## src/rtl/rr_shared_reg_arbiter.sv

```systemverilog
// ---------------------------------------------------------------------------
// rr_shared_reg_arbiter
//
// Round-robin arbiter and write sequencer for one shared WIDTH-bit register.
// N_REQ requesters compete to load the register. One requester is granted at
// a time. Its data slice is captured into Q at the end of the single GRANT
// cycle. The resource is then held for COOL_CYC cooldown cycles before the
// next arbitration.
//
// Ports
//   CLK      in   1              clock, all state changes on posedge
//   RST      in   1              synchronous reset, active-high
//   REQ      in   N_REQ          request vector, bit i = requester i
//   DATA_IN  in   N_REQ*WIDTH    packed data, slice i = DATA_IN[i*WIDTH +: WIDTH]
//   GNT      out  N_REQ          one-hot grant, high only in the GRANT cycle
//   GNT_ID   out  $clog2(N_REQ)  index of the current or most recent grantee
//   BUSY     out  1              high in GRANT and COOLDOWN
//   Q        out  WIDTH          shared register contents
//   Q_VALID  out  1              one-cycle pulse in the cycle after Q loads
// ---------------------------------------------------------------------------
module rr_shared_reg_arbiter #(
  parameter int N_REQ    = 4,
  parameter int WIDTH    = 8,
  parameter int COOL_CYC = 1
) (
  input  logic                       CLK,
  input  logic                       RST,
  input  logic [N_REQ-1:0]           REQ,
  input  logic [N_REQ*WIDTH-1:0]     DATA_IN,
  output logic [N_REQ-1:0]           GNT,
  output logic [$clog2(N_REQ)-1:0]   GNT_ID,
  output logic                       BUSY,
  output logic [WIDTH-1:0]           Q,
  output logic                       Q_VALID
);

  localparam int ID_W = $clog2(N_REQ);
  // The cooldown counter runs 0 .. COOL_CYC-1, so $clog2(COOL_CYC) bits
  // suffice; keep at least one bit so the declaration stays legal.
  localparam int CNT_W = (COOL_CYC > 1) ? $clog2(COOL_CYC) : 1;
  localparam logic [CNT_W-1:0] COOL_LAST =
    (COOL_CYC > 0) ? CNT_W'(COOL_CYC - 1) : '0;
  // Pointer value after reset: the scan starts at (last+1) mod N_REQ = 0.
  localparam logic [ID_W-1:0] LAST_RST = ID_W'(N_REQ - 1);

  typedef enum logic [1:0] {
    ST_IDLE,
    ST_GRANT,
    ST_COOLDOWN
  } state_t;

  state_t            state_reg;
  logic [N_REQ-1:0]  gnt_reg;
  logic [ID_W-1:0]   gnt_id_reg;
  logic              busy_reg;
  logic [WIDTH-1:0]  q_reg;
  logic              q_valid_reg;
  logic [ID_W-1:0]   last_reg;
  logic [CNT_W-1:0]  cool_cnt_reg;

  logic [WIDTH-1:0]  slice [N_REQ];
  logic [ID_W-1:0]   winner_next;
  logic [N_REQ-1:0]  winner_onehot_next;
  logic              req_any;

  // Unpack the flat data bus into one word per requester.
  generate
    for (genvar gi = 0; gi < N_REQ; gi++) begin : g_slice
      assign slice[gi] = DATA_IN[gi*WIDTH +: WIDTH];
    end
  endgenerate

  // Round-robin pick: first set request scanning upward from last+1 with
  // wrap. The loop walks from the farthest candidate to the nearest so the
  // nearest requester is the one left standing, with no early exit needed.
  function automatic logic [ID_W-1:0] rr_pick(
    input logic [N_REQ-1:0] req,
    input logic [ID_W-1:0]  last
  );
    logic [ID_W-1:0] pick;
    int              idx;
    pick = last;
    for (int k = N_REQ; k >= 1; k--) begin
      idx = int'(last) + k;
      if (idx >= N_REQ) begin
        idx = idx - N_REQ;
      end
      if (req[idx]) begin
        pick = ID_W'(idx);
      end
    end
    return pick;
  endfunction

  assign req_any = |REQ;

  always_comb begin
    winner_next = rr_pick(REQ, last_reg);
  end

  generate
    for (genvar gi = 0; gi < N_REQ; gi++) begin : g_onehot
      assign winner_onehot_next[gi] = (winner_next == ID_W'(gi));
    end
  endgenerate

  // Single registered FSM; every output is a register updated here.
  always_ff @(posedge CLK) begin
    if (RST) begin
      state_reg    <= ST_IDLE;
      gnt_reg      <= '0;
      gnt_id_reg   <= '0;
      busy_reg     <= 1'b0;
      q_reg        <= '0;
      q_valid_reg  <= 1'b0;
      last_reg     <= LAST_RST;
      cool_cnt_reg <= '0;
    end else begin
      // Q_VALID is a pulse: only the GRANT branch raises it.
      q_valid_reg <= 1'b0;
      case (state_reg)
        ST_IDLE: begin
          if (req_any) begin
            gnt_reg    <= winner_onehot_next;
            gnt_id_reg <= winner_next;
            busy_reg   <= 1'b1;
            state_reg  <= ST_GRANT;
          end
        end
        ST_GRANT: begin
          // REQ is deliberately not re-checked: the grantee committed its
          // data when it was granted.
          q_reg        <= slice[gnt_id_reg];
          q_valid_reg  <= 1'b1;
          last_reg     <= gnt_id_reg;
          gnt_reg      <= '0;
          cool_cnt_reg <= '0;
          if (COOL_CYC > 0) begin
            state_reg <= ST_COOLDOWN;
          end else begin
            state_reg <= ST_IDLE;
            busy_reg  <= 1'b0;
          end
        end
        ST_COOLDOWN: begin
          // Requests are ignored here; they are seen again once in IDLE.
          if (cool_cnt_reg == COOL_LAST) begin
            state_reg <= ST_IDLE;
            busy_reg  <= 1'b0;
          end else begin
            cool_cnt_reg <= cool_cnt_reg + CNT_W'(1);
          end
        end
        default: begin
          state_reg <= ST_IDLE;
          busy_reg  <= 1'b0;
          gnt_reg   <= '0;
        end
      endcase
    end
  end

  assign GNT     = gnt_reg;
  assign GNT_ID  = gnt_id_reg;
  assign BUSY    = busy_reg;
  assign Q       = q_reg;
  assign Q_VALID = q_valid_reg;

endmodule
```

## config.mk

```make
export PLATFORM = sky130hd
export DESIGN_NAME = rr_shared_reg_arbiter
export DESIGN_NICKNAME = d
export VERILOG_FILES = /design/src/rtl/rr_shared_reg_arbiter.sv
export SDC_FILE = /design/constraint.sdc
export NUM_CORES = 1
export LEC_CHECK = 0
export ABC_CLOCK_PERIOD_IN_PS = 1300
export CORE_MARGIN = 3
export CORE_UTILIZATION = 28
export CTS_CLUSTER_DIAMETER = 80
export CTS_CLUSTER_SIZE = 20
export DETAILED_ROUTE_END_ITERATION = 12
export PLACE_DENSITY_LB_ADDON = 0.3
export SETUP_SLACK_MARGIN = 0.5
export SKIP_LAST_GASP = 1
export SLEW_MARGIN = 10
export SYNTH_ARGS = -nofsm -noshare
export SYNTH_HDL_FRONTEND = slang
export SYNTH_SLANG_ARGS = --single-unit
```

## constraint.sdc

```tcl
create_clock -name CLK -period 1.3 [get_ports CLK]
set_input_delay 0.325 -clock CLK [delete_from_list [all_inputs] [get_ports CLK]]
set_output_delay 0.325 -clock CLK [all_outputs]
set_load 0.03 [all_outputs]
```

==> reports/metrics.yaml <==
reg2reg_depth: 4
drv_cap: 0
startpoint_type: "flop"
synth_area_per_cell_sq_um: 10.2
status: "finished, violations left"
netlist.area_leader.share_pct: 38.9
drtIter0Drc: 16
clkPwrFrac_pct: 28.3
utilization_pct: 59.4
whs_endpoint: "Q[1]$_SDFFE_PP0P_"
syn_area_sq_um: 1030
fin_skew_ns: 0.0115
worstSkewPairLatency_ns: 0.27
wl_um: 3220
dieArea_sq_um: 4440
cts_buffers: 3
pwr-share-seq_pct: 33.9
cp.arrival_ns: 1.48
fin_crit_ns: 1.33
yosys.area.top_type: "dfxtp_1"
wl_per_cell_um: 14.7
synth_nets: 139
die_height_um: 66.6
largest_reg_flops: 8
intPower_w: 0.00157
required_ns: 1.45
synth-seq-cells: 20
hold_class: "flop to flop"
p_comb_share_pct: 37.8
rows: 21
ff2ff_setup_slack_ns: -0.03
synth_area_leaders: "dfxtp_1, mux4_2, nand2_1, a21oi_1, a32o_1"
max-clock-path-buffers: 2
htreeDepth: 1
grt_pass1_vias: 1127
ios: 54
period_share_pct: 102
stdcell_count: 219
hold_viol_final: 0
gr-usage-all-layers_pct: 15.2
max_clock_freq_mhz: 753
swShare_pct: 28.3
vias: 1027
overflow: 0
cts_tree: "built"
antenna_left: 0
antenna_cells: 0
r2r-start: "last_reg[1]$_SDFFE_PP1P_"
ys_seq_area_share_pct: 38.9
min_from: "Q[1]$_SDFFE_PP0P_"
placed_area_sq_um: 1640
synth_cell_types: 25
gp_congestion: 0.684
finalSetupTns_ns: -0.0658
antenna_found_initial: 0
tightest_slew_ns: 0.343
ir_drop_mv: 0.412
first_pass_iters: 4
syn_inst: 101
end_kind: "flop"
rsz0062_at_grt: "true"
drive_gt1_share_pct: 55.5
core_sq_um: 3440
drc: 0
finalSetupViolations: 3
clock-sinks: 20
start_util_pct: 29.9
dpl.cell_count: 202
viasPerCell: 4.69
critPathLaunch: "last_reg[1]$_SDFFE_PP1P_"
cts_hold_buffers: 0
synthToLayoutAreaGrowth_pct: 98.4
critPathKind: "flop to flop"
rr_endpoint: "GNT[3]$_SDFFE_PP0P_"
grt_pass1_wl_um: 5120
timing.final.ws_setup_ns: -0.0281
portBuffers: 53
fin_area_sq_um: 2040
grt_max_degree: 13
synth_warnings: 0
fin_nets: 212
violations: "setup timing"
min_path_cells: 2
dpl.hpwl_um: 2210
slew_headroom_pct: 77.1
die_w_um: 66.6
final_max_slew_viol_count: 0
cts_root_buf: "clkbuf_8"
cts.clk_slew.worst_paths_ns: 0.08
power.density_nw_per_um2: 1070
power.leakage_nw: 0.810
cp_max_fo: 7
power.switching_w: 0.000620
[routing by layer]
layer | share of wire (%) | track usage [%] | vias to the layer above | wire length (um)
met5 | 0 | 0 | - | 0
li1 | - | - | 508 | -
met3 | 5.0 | 2.53 | 5 | 162
met4 | 1.9 | 6.85 | 0 | 60
met2 | 56 | 27.5 | 29 | 1790
met1 | 38 | 17.3 | 485 | 1210
[cell families after synthesis]
family	Yosys count	synth area share (%)
simple gates	45	23.5
flops	20	38.9
compound gates	17	12.3
mux	10	19.4
buf+inv	9	5.95
[placed cells by master (no fill, tap or decap), types with 4 or more instances in the layout]
master           instances
dfxtp_2                 15
clkdlybuf4s50_1         32
nor2_1                   7
mux4_2                   8
buf_6                   27
buf_4                   12
dfxtp_4                  5
a21oi_1                  7
a32o_1                   4
nand2_2                  4
nand2_1                 17
[worst max-delay path: stages (launching register included)]
cell     delay, ns
dfxtp_4       0.39
mux2i_1       0.19
nor2_1        0.09
or3_4         0.33
a32o_1        0.20
[repair_timing]
action | 4_1_cts | 5_1_grt
buffers inserted | 8 | 3
resized for setup | 80 | 11
pin swaps | 9 | 5
setup endpoints to repair | 36 | 36
gates cloned | 2 | 0
[per-stage QoR]
step	setup slack [ns]	total power (W)	hold slack (ns)
after detailed placement	-0.584	0.00138	0.450
final	-0.0281	0.00219	0.459
after global placement	-0.524	0.00136	0.445
after CTS	-0.0128	0.00216	0.460
after global routing	-0.0947	0.00229	0.484
after floorplan	0.0318	0.00114	0.477
[area by class of cell]
cell class,count,area (sq um)
fillers,279,1400
repair buffers,76,797
multi-input cells,72,676
flip-flops and latches,20,438
well taps,46,57.6
clock buffers,3,41.3
clock inverters,1,30.0
inverters,1,3.75
[how the worst max path moves through the flow]
stage                                to  slack [ns]  depth (start not counted)
floorplan           GNT[1]$_SDFFE_PP0P_        0.03                          5
global placement    GNT[2]$_SDFFE_PP0P_       -0.52                          5
detailed placement  GNT[3]$_SDFFE_PP0P_       -0.58                          5
CTS                 GNT[3]$_SDFFE_PP0P_       -0.01                          4
global route        GNT[1]$_SDFFE_PP0P_       -0.09                          4
finish              GNT[3]$_SDFFE_PP0P_       -0.03                          4
[power by group through the flow]
stage | registers [W] | clock network [W] | logic [W]
floorplan | 0.000821 | 0 | 0.000320
global placement | 0.000770 | 0 | 0.000591
detailed placement | 0.000775 | 0 | 0.000601
CTS | 0.000740 | 0.000627 | 0.000791
global route | 0.000752 | 0.000656 | 0.000883
finish | 0.000743 | 0.000620 | 0.000830
[synth_stat cells]
cell type,count
nand2b_1,2
nor3b_1,1
dfxtp_1,20
nor4_1,1
inv_1,1
nor3_1,4
nor4b_4,1
buf_2,2
a32o_1,4
a21o_1,1
a21oi_1,10
nor2b_1,1
clkbuf_8,1
mux4_2,8
nor2_1,7
mux2i_1,2
nand2_1,22
a211oi_1,1
nor4_4,1
buf_6,2
a31oi_4,1
or3_1,1
nand3b_1,3
clkbuf_1,3
or2_1,1
No activity file was read; power rests on OpenSTA's default activity.
